### src/rtl/mem_pkg.sv
// Shared definitions for the OTTER data-memory port: access sizes, RV32I load/store
// width encodings, exception codes and the load/store unit state encoding.
package mem_pkg;

  typedef enum logic [1:0] {
    BYTE = 2'b00,
    HALF = 2'b01,
    WORD = 2'b10
  } size_e;

  localparam logic [2:0] F3_B  = 3'b000;
  localparam logic [2:0] F3_H  = 3'b001;
  localparam logic [2:0] F3_W  = 3'b010;
  localparam logic [2:0] F3_BU = 3'b100;
  localparam logic [2:0] F3_HU = 3'b101;

  localparam logic [3:0] EXC_LOAD_MISALIGNED  = 4'd4;
  localparam logic [3:0] EXC_LOAD_ACCESS      = 4'd5;
  localparam logic [3:0] EXC_STORE_MISALIGNED = 4'd6;
  localparam logic [3:0] EXC_STORE_ACCESS     = 4'd7;

  typedef enum logic [1:0] {
    IDLE  = 2'b00,
    ISSUE = 2'b01,
    WAIT  = 2'b10,
    RESP  = 2'b11
  } lsu_state_e;

  // Store variants of each exception sit two codes above the load variants.
  function automatic logic [3:0] exc_for(input logic [3:0] load_code, input logic is_store);
    return load_code + (is_store ? 4'd2 : 4'd0);
  endfunction

endpackage

### src/rtl/load_extend.sv
// Selects the addressed byte/half lane of a memory read word and sign- or
// zero-extends it according to the RV32I load funct3.
module load_extend
  import mem_pkg::*;
#(
  parameter int BUS_WIDTH = 32
) (
  input  logic [BUS_WIDTH-1:0] mem_out,
  input  logic [1:0]           offset,
  input  logic [2:0]           funct3,
  output logic [BUS_WIDTH-1:0] result
);

  logic [7:0]  byte_lane;
  logic [15:0] half_lane;

  assign byte_lane = mem_out[{offset, 3'b000} +: 8];
  assign half_lane = mem_out[{offset[1], 4'b0000} +: 16];

  always_comb begin
    result = mem_out;
    case (funct3[1:0])
      BYTE:    result = funct3[2] ? {{(BUS_WIDTH-8){1'b0}}, byte_lane}
                                  : {{(BUS_WIDTH-8){byte_lane[7]}}, byte_lane};
      HALF:    result = funct3[2] ? {{(BUS_WIDTH-16){1'b0}}, half_lane}
                                  : {{(BUS_WIDTH-16){half_lane[15]}}, half_lane};
      default: result = mem_out;
    endcase
  end

endmodule

### src/rtl/load_store_unit.sv
// CPU-side initiator for the OTTER data memory: one load/store per handshake,
// with alignment/range checking, store lane placement and load extension.
module load_store_unit
  import mem_pkg::*;
#(
  parameter int ADDR_WIDTH = 15,
  parameter int BUS_WIDTH  = 32
) (
  input  logic                 clk,
  input  logic                 rst,
  input  logic                 req,
  input  logic                 is_store,
  input  logic [2:0]           funct3,
  input  logic [BUS_WIDTH-1:0] addr,
  input  logic [BUS_WIDTH-1:0] wdata,
  output logic                 busy,
  output logic                 done,
  output logic [BUS_WIDTH-1:0] rdata,
  output logic                 fault,
  output logic [3:0]           exc_code,
  output logic                 mem_rd,
  output logic                 mem_we,
  output logic [BUS_WIDTH-1:0] mem_addr,
  output logic [BUS_WIDTH-1:0] mem_data,
  output logic [1:0]           mem_size,
  input  logic [BUS_WIDTH-1:0] mem_out,
  input  logic                 mem_error
);

  localparam logic [BUS_WIDTH-1:0] ADDR_MAX = BUS_WIDTH'((64'd1 << ADDR_WIDTH) - 64'd1);

  lsu_state_e           state, state_d;
  logic                 is_store_q;
  logic [2:0]           funct3_q;
  logic [BUS_WIDTH-1:0] addr_q;
  logic [BUS_WIDTH-1:0] wdata_q;
  logic [BUS_WIDTH-1:0] load_result;
  logic                 fault_det;
  logic [3:0]           fault_code;

  load_extend #(.BUS_WIDTH(BUS_WIDTH)) u_load_extend (
    .mem_out (mem_out),
    .offset  (addr_q[1:0]),
    .funct3  (funct3_q),
    .result  (load_result)
  );

  assign busy     = (state != IDLE);
  assign done     = (state == RESP);
  assign mem_addr = addr_q;
  assign mem_size = funct3_q[1:0];
  assign mem_data = wdata_q << {addr_q[1:0], 3'b000};

  // Unsupported width beats misalignment, which beats range/memory errors.
  always_comb begin
    fault_det  = 1'b0;
    fault_code = 4'd0;
    if (funct3_q[1:0] == 2'b11) begin
      fault_det  = 1'b1;
      fault_code = exc_for(EXC_LOAD_ACCESS, is_store_q);
    end else if ((funct3_q[1:0] == HALF && addr_q[0]) ||
                 (funct3_q[1:0] == WORD && addr_q[1:0] != 2'b00)) begin
      fault_det  = 1'b1;
      fault_code = exc_for(EXC_LOAD_MISALIGNED, is_store_q);
    end else if (addr_q > ADDR_MAX || mem_error) begin
      fault_det  = 1'b1;
      fault_code = exc_for(EXC_LOAD_ACCESS, is_store_q);
    end
  end

  always_comb begin
    state_d = state;
    mem_rd  = 1'b0;
    mem_we  = 1'b0;
    case (state)
      IDLE:  if (req) state_d = ISSUE;
      ISSUE: begin
        if (fault_det) begin
          state_d = RESP;
        end else if (is_store_q) begin
          mem_we  = 1'b1;
          state_d = RESP;
        end else begin
          mem_rd  = 1'b1;
          state_d = WAIT;
        end
      end
      WAIT:    state_d = RESP;
      RESP:    state_d = IDLE;
      default: state_d = IDLE;
    endcase
  end

  always_ff @(posedge clk) begin
    if (rst) begin
      state      <= IDLE;
      is_store_q <= 1'b0;
      funct3_q   <= 3'd0;
      addr_q     <= '0;
      wdata_q    <= '0;
      rdata      <= '0;
      fault      <= 1'b0;
      exc_code   <= 4'd0;
    end else begin
      state <= state_d;
      if (state == IDLE && req) begin
        is_store_q <= is_store;
        funct3_q   <= funct3;
        addr_q     <= addr;
        wdata_q    <= wdata;
      end
      if (state == ISSUE) begin
        fault    <= fault_det;
        exc_code <= fault_det ? fault_code : 4'd0;
        if (fault_det || is_store_q) rdata <= '0;
      end
      if (state == WAIT) rdata <= load_result;
    end
  end

endmodule

### config.mk
export PLATFORM = sky130hd
export DESIGN_NAME = load_store_unit
export DESIGN_NICKNAME = d
export VERILOG_FILES = /design/src/rtl/mem_pkg.sv /design/src/rtl/load_extend.sv /design/src/rtl/load_store_unit.sv
export SDC_FILE = /design/constraint.sdc
export NUM_CORES = 1
export LEC_CHECK = 0
export CORE_MARGIN = 8
export CORE_UTILIZATION = 38
export CTS_BUF_LIST = sky130_fd_sc_hd__clkbuf_16
export CTS_CLUSTER_DIAMETER = 100
export DETAILED_ROUTE_END_ITERATION = 10
export PLACE_DENSITY = 0.72
export SYNTH_ARGS = -nofsm -noshare
export SYNTH_HDL_FRONTEND = slang
export SYNTH_SLANG_ARGS = --single-unit
### constraint.sdc
create_clock -name clk -period 2.7 [get_ports clk]
set_input_delay 0.54 -clock clk [delete_from_list [all_inputs] [get_ports clk]]
set_output_delay 0.54 -clock clk [all_outputs]
set_load 0.02 [all_outputs]
==> results.txt <==
The run finished with clean final reports. The placeable core region is 12700 um2. The hold buffer count at CTS is 0.

The type of the setup path with the least slack is primary input to output port. The highest fanout seen on the critical path is 3. The starting DRC count in detailed routing came out at 307. The signed area change from the synthesized netlist to the final layout came out at 51.5%. Of the post-synthesis cell area, the dominant cell type holds 0.428. The reg-to-reg startpoint is state[0]. The number of maximum-capacitance violations came out at 0.

Global routing finished with a remaining overflow of 0. The clock latency reported for the late side of the worst-skew pair is 0.35 ns. The critical path goes through clkdlybuf4s50_1 > or4_4 > nor3_2 > and3b_1 > clkdlybuf4s15_1. The number of top-level pins came out at 211.

The areal power density over the cells is 809 nW/um2. The number of nets with antenna violations after detailed routing is 0. Internal power comes to 3.67 mW. Setup repair after global routing left no endpoint under its margin.

The cell with the biggest individual delay on the critical path is sky130_fd_sc_hd__or4_4. Hold is met by 0.453 ns. The final HPWL from detailed placement is 13400 um.

The die is 130 um tall. No sink is reached through more buffers than the 2 on the longest clock path. Setup violations remaining at the end of the flow were counted as 0. Of the total power, the share spent switching nets is 0.396. The worst IR drop on VDD came out at 379 uV. The maximum clock skew at final layout came out at 0.00896 ns. The required time of the worst setup path came out at 2.16 ns. The fraction of the cycle the final worst path needs is 0.978. The number of buffers added for setup after CTS came out at 0. In this run the clock root is driven by a sky130_fd_sc_hd__clkbuf_16.

The startpoint identified for the worst hold timing path is wdata_q[29]. The initial standard-cell utilization of the core came out at 0.391. The number of pins with negative max-slew slack in the final report came to 0. Of the cells placed in the final design, the portion with a size suffix greater than 1 is 0.0691. The first-pass GRT wire length came out at 27300 um. STA classifies the critical path startpoint as a primary input. The weighted congestion at the end of routability-driven global placement is 0.900. Buffers placed on the I/O ports in this run total 209. Of the total power, combinational logic draws 0.464. The analysis attributes to cell leakage a power of 2.82 nW. The biggest area contributor in the post-synthesis netlist is sky130_fd_sc_hd__dfxtp_1. After floorplanning, the core was divided into 41 placement rows. The synthesized netlist net count came out at 739. The horizontal extent of the die came out at 130 um. The path with the worst hold slack has its endpoint at wdata_q[29]. For this design the total switching power over the nets is 2.40 mW. Ranked by total cell area, the synthesized netlist is headed by sky130_fd_sc_hd__dfxtp_1, sky130_fd_sc_hd__nand2_1, sky130_fd_sc_hd__a21oi_1. The arrival time at the worst endpoint came out at 2.10 ns. The area of the die is 16900 um2. The capturing point of the worst reg2reg path is rdata[19]. The average cell area after synthesis came out at 7.86 um2. The overall routed net length came out at 17600 um. The design draws 6.07 mW.

The average wire length per cell after detail routing is 17.6 um. For this run, design rule violations remaining after detail routing come to 0. The worst hold path stage count came out at 2.

Clock tree synthesis found a total of 106 sinks. The number of detailed-route iterations in the first pass came out at 5. The slew at the pin with the worst max-slew slack came out at 1.01 ns.

The worst-case setup margin in the final layout is 0.0593 ns. The accumulated negative setup slack came out at 0 ns. The H-tree depth came out at 3.

The register-to-register path setup slack is 0.40 ns. Static timing analysis puts the maximum clock frequency at 379 MHz. The instance count after placement with tap cells included is 981. The maximum number of pins on one net before global-route repair came out at 59. The number of hold violations in the final report came out at 0. The path category of the worst min-delay check is flop to flop. The share of total power dissipated in sequential elements is 0.339. STA classifies the critical path endpoint as an output port. The number of CTS-inserted buffers is 9. The initial antenna violation count is 0. The minimum clock period is 2.64 ns. The antenna cell count came out at 0. The overall via count from detail_route is 5171.

The number of storage elements in the synthesis netlist came out at 106. The core utilization of the finished layout is 0.592. In this run the cell area of the synthesized design comes to 4950 um2. The via count of the first global-routing pass came out at 5162. For this run, the total global-route usage over all layers was measured as 0.204.

The non-filler instance count after layout is 997. The clock network fraction of total power came out at 0.197. The share of synthesized flip-flops with an asynchronous set or reset is 0.

The count of warnings emitted by yosys is 0. The total placed instance area came out at 7210 um2. After routing the design area is 7500 um2. The buffering stage count on the worst path with inverters included is 2. In this run, synthesis inferred 0 flip-flops with an integrated enable. In the routed layout, each cell is associated on average with a via count of 5.19. At the placement stage, the worst setup path has a slack of -0.327 ns. The fill cell total of the finished layout came out at 1166. The most used flip-flop cell after synthesis is sky130_fd_sc_hd__dfxtp_1. The register clock-pin slew on the reported worst setup and hold paths is 0.07 ns.

The synthesized instance count is 630. Counting cells, the worst reg-to-reg path comes to 6. The largest single stage delay on the critical path is 0.42 ns. The CTS tree is done. The synthesized netlist contains 48 unique library cells. The net total in the final layout came out at 929. The relative slew slack came out at 0.327. Broken down by cell family, the worst path's largest delay share belongs to simple AND/OR/NAND/NOR gates. The sequential fraction of the synthesis area is 0.428.
==> layout by cell type, fill, tap and decap left out, types with 3 or more instances in the layout <==
| cell type | netlist | final |
|---|---|---|
| sky130_fd_sc_hd__a22oi_1 | 16 | 16 |
| sky130_fd_sc_hd__clkbuf_16 | 0 | 9 |
| sky130_fd_sc_hd__a211o_1 | 5 | 5 |
| sky130_fd_sc_hd__nor3_1 | 5 | 4 |
| sky130_fd_sc_hd__o22ai_2 | 6 | 6 |
| sky130_fd_sc_hd__mux2_2 | 3 | 3 |
| sky130_fd_sc_hd__nor4_1 | 5 | 5 |
| sky130_fd_sc_hd__dfxtp_1 | 106 | 104 |
| sky130_fd_sc_hd__nand2b_1 | 7 | 7 |
| sky130_fd_sc_hd__dlymetal6s2s_1 | 0 | 11 |
| sky130_fd_sc_hd__o21ai_0 | 14 | 14 |
| sky130_fd_sc_hd__a211oi_1 | 11 | 11 |
| sky130_fd_sc_hd__nor2_1 | 17 | 16 |
| sky130_fd_sc_hd__clkdlybuf4s50_1 | 0 | 195 |
| sky130_fd_sc_hd__and3b_1 | 5 | 5 |
| sky130_fd_sc_hd__buf_4 | 3 | 20 |
| sky130_fd_sc_hd__a21oi_1 | 86 | 86 |
| sky130_fd_sc_hd__ha_1 | 5 | 5 |
| sky130_fd_sc_hd__nand2_1 | 147 | 146 |
| sky130_fd_sc_hd__inv_1 | 38 | 39 |
| sky130_fd_sc_hd__and2_1 | 9 | 8 |
| sky130_fd_sc_hd__nor2b_1 | 8 | 8 |
| sky130_fd_sc_hd__mux2i_1 | 21 | 21 |
| sky130_fd_sc_hd__o22ai_1 | 33 | 33 |
| sky130_fd_sc_hd__or3_1 | 8 | 8 |
==> area by class of cell <==
type                    instances  area, um2  area share
well taps                     172        215      0.0287
inverters                      39        146      0.0195
clock inverters                 7       37.5     0.00500
flip-flops and latches        106       2120       0.283
multi-input cells             434       2470       0.329
repair buffers                230       2290       0.305
clock buffers                   9        225      0.0300
==> worst min-delay path, cell delays in order, from the launching register on <==
cell and delay [ns]:
sky130_fd_sc_hd__dfxtp_1 0.31, sky130_fd_sc_hd__nand2_1 0.05, sky130_fd_sc_hd__a21oi_1 0.05
==> cells in the mapped netlist, drive strengths merged (3+ instances only) <==
cell type    n
o22ai       39
dfxtp      106
o21ai       15
a22oi       16
and3b        5
mux2i       21
nor3         5
or3          8
a211o        5
nor4         5
a211oi      11
ha           5
buf         16
nor2b        8
a21oi       86
nor2        17
inv         39
nand2b       7
mux2         3
clkbuf      35
and2         9
nand2      147
==> what timing repair did <==
action,in CTS,in global routing
pin swaps,0,0
cloned,0,0
gates resized for setup,3,16
endpoints found under the setup margin,2,27
==> registers in the layout (all words and copies together) (netlist names) <==
signal / flops
mem_addr: 32
state: 2
funct3_q: 3
fault: 1
exc_code: 3
wdata_q: 32
is_store_q: 1
rdata: 32
==> worst max-delay path by stage <==
stage,startpoint,endpoint,slack [ns],depth (start not counted)
6_report,mem_error,mem_rd,0.06,5
5_1_grt,mem_error,mem_rd,0.0004,5
4_1_cts,mem_addr[0],mem_data[2],0.003,4
2_1_floorplan,mem_addr[1],mem_data[16],0.28,5
3_3_place_gp,mem_error,mem_rd,-0.30,5
3_5_place_dp,mem_error,mem_rd,-0.33,5
==> routing by layer <==
metal	wire (um)	global-route usage
met3	2030	0.0836
met1	7020	0.230
met5	0	0
met4	276	0.0710
met2	8230	0.339
==> cells by family after synthesis <==
| logic type | synth area share |
|---|---|
| AO/OA/AOI/OAI | 0.237 |
| XOR/XNOR | 0.00177 |
| adder cells (fa/ha/maj) | 0.0126 |
| buffers and inverters | 0.0753 |
| flip-flops | 0.428 |
| multiplexers | 0.0493 |
| other | 0.000757 |
| AND/OR/NAND/NOR | 0.195 |
==> power groups by stage <==
stage          logic, mW  registers [mW]  clock network [mW]
2_1_floorplan       1.50            2.24                   0
3_3_place_gp        2.78            2.08                   0
3_5_place_dp        2.82            2.09                   0
4_1_cts             2.84            2.06                1.22
5_1_grt             3.04            2.10                1.28
6_report            2.82            2.06                1.20
Power figures use the tool's default switching activity.
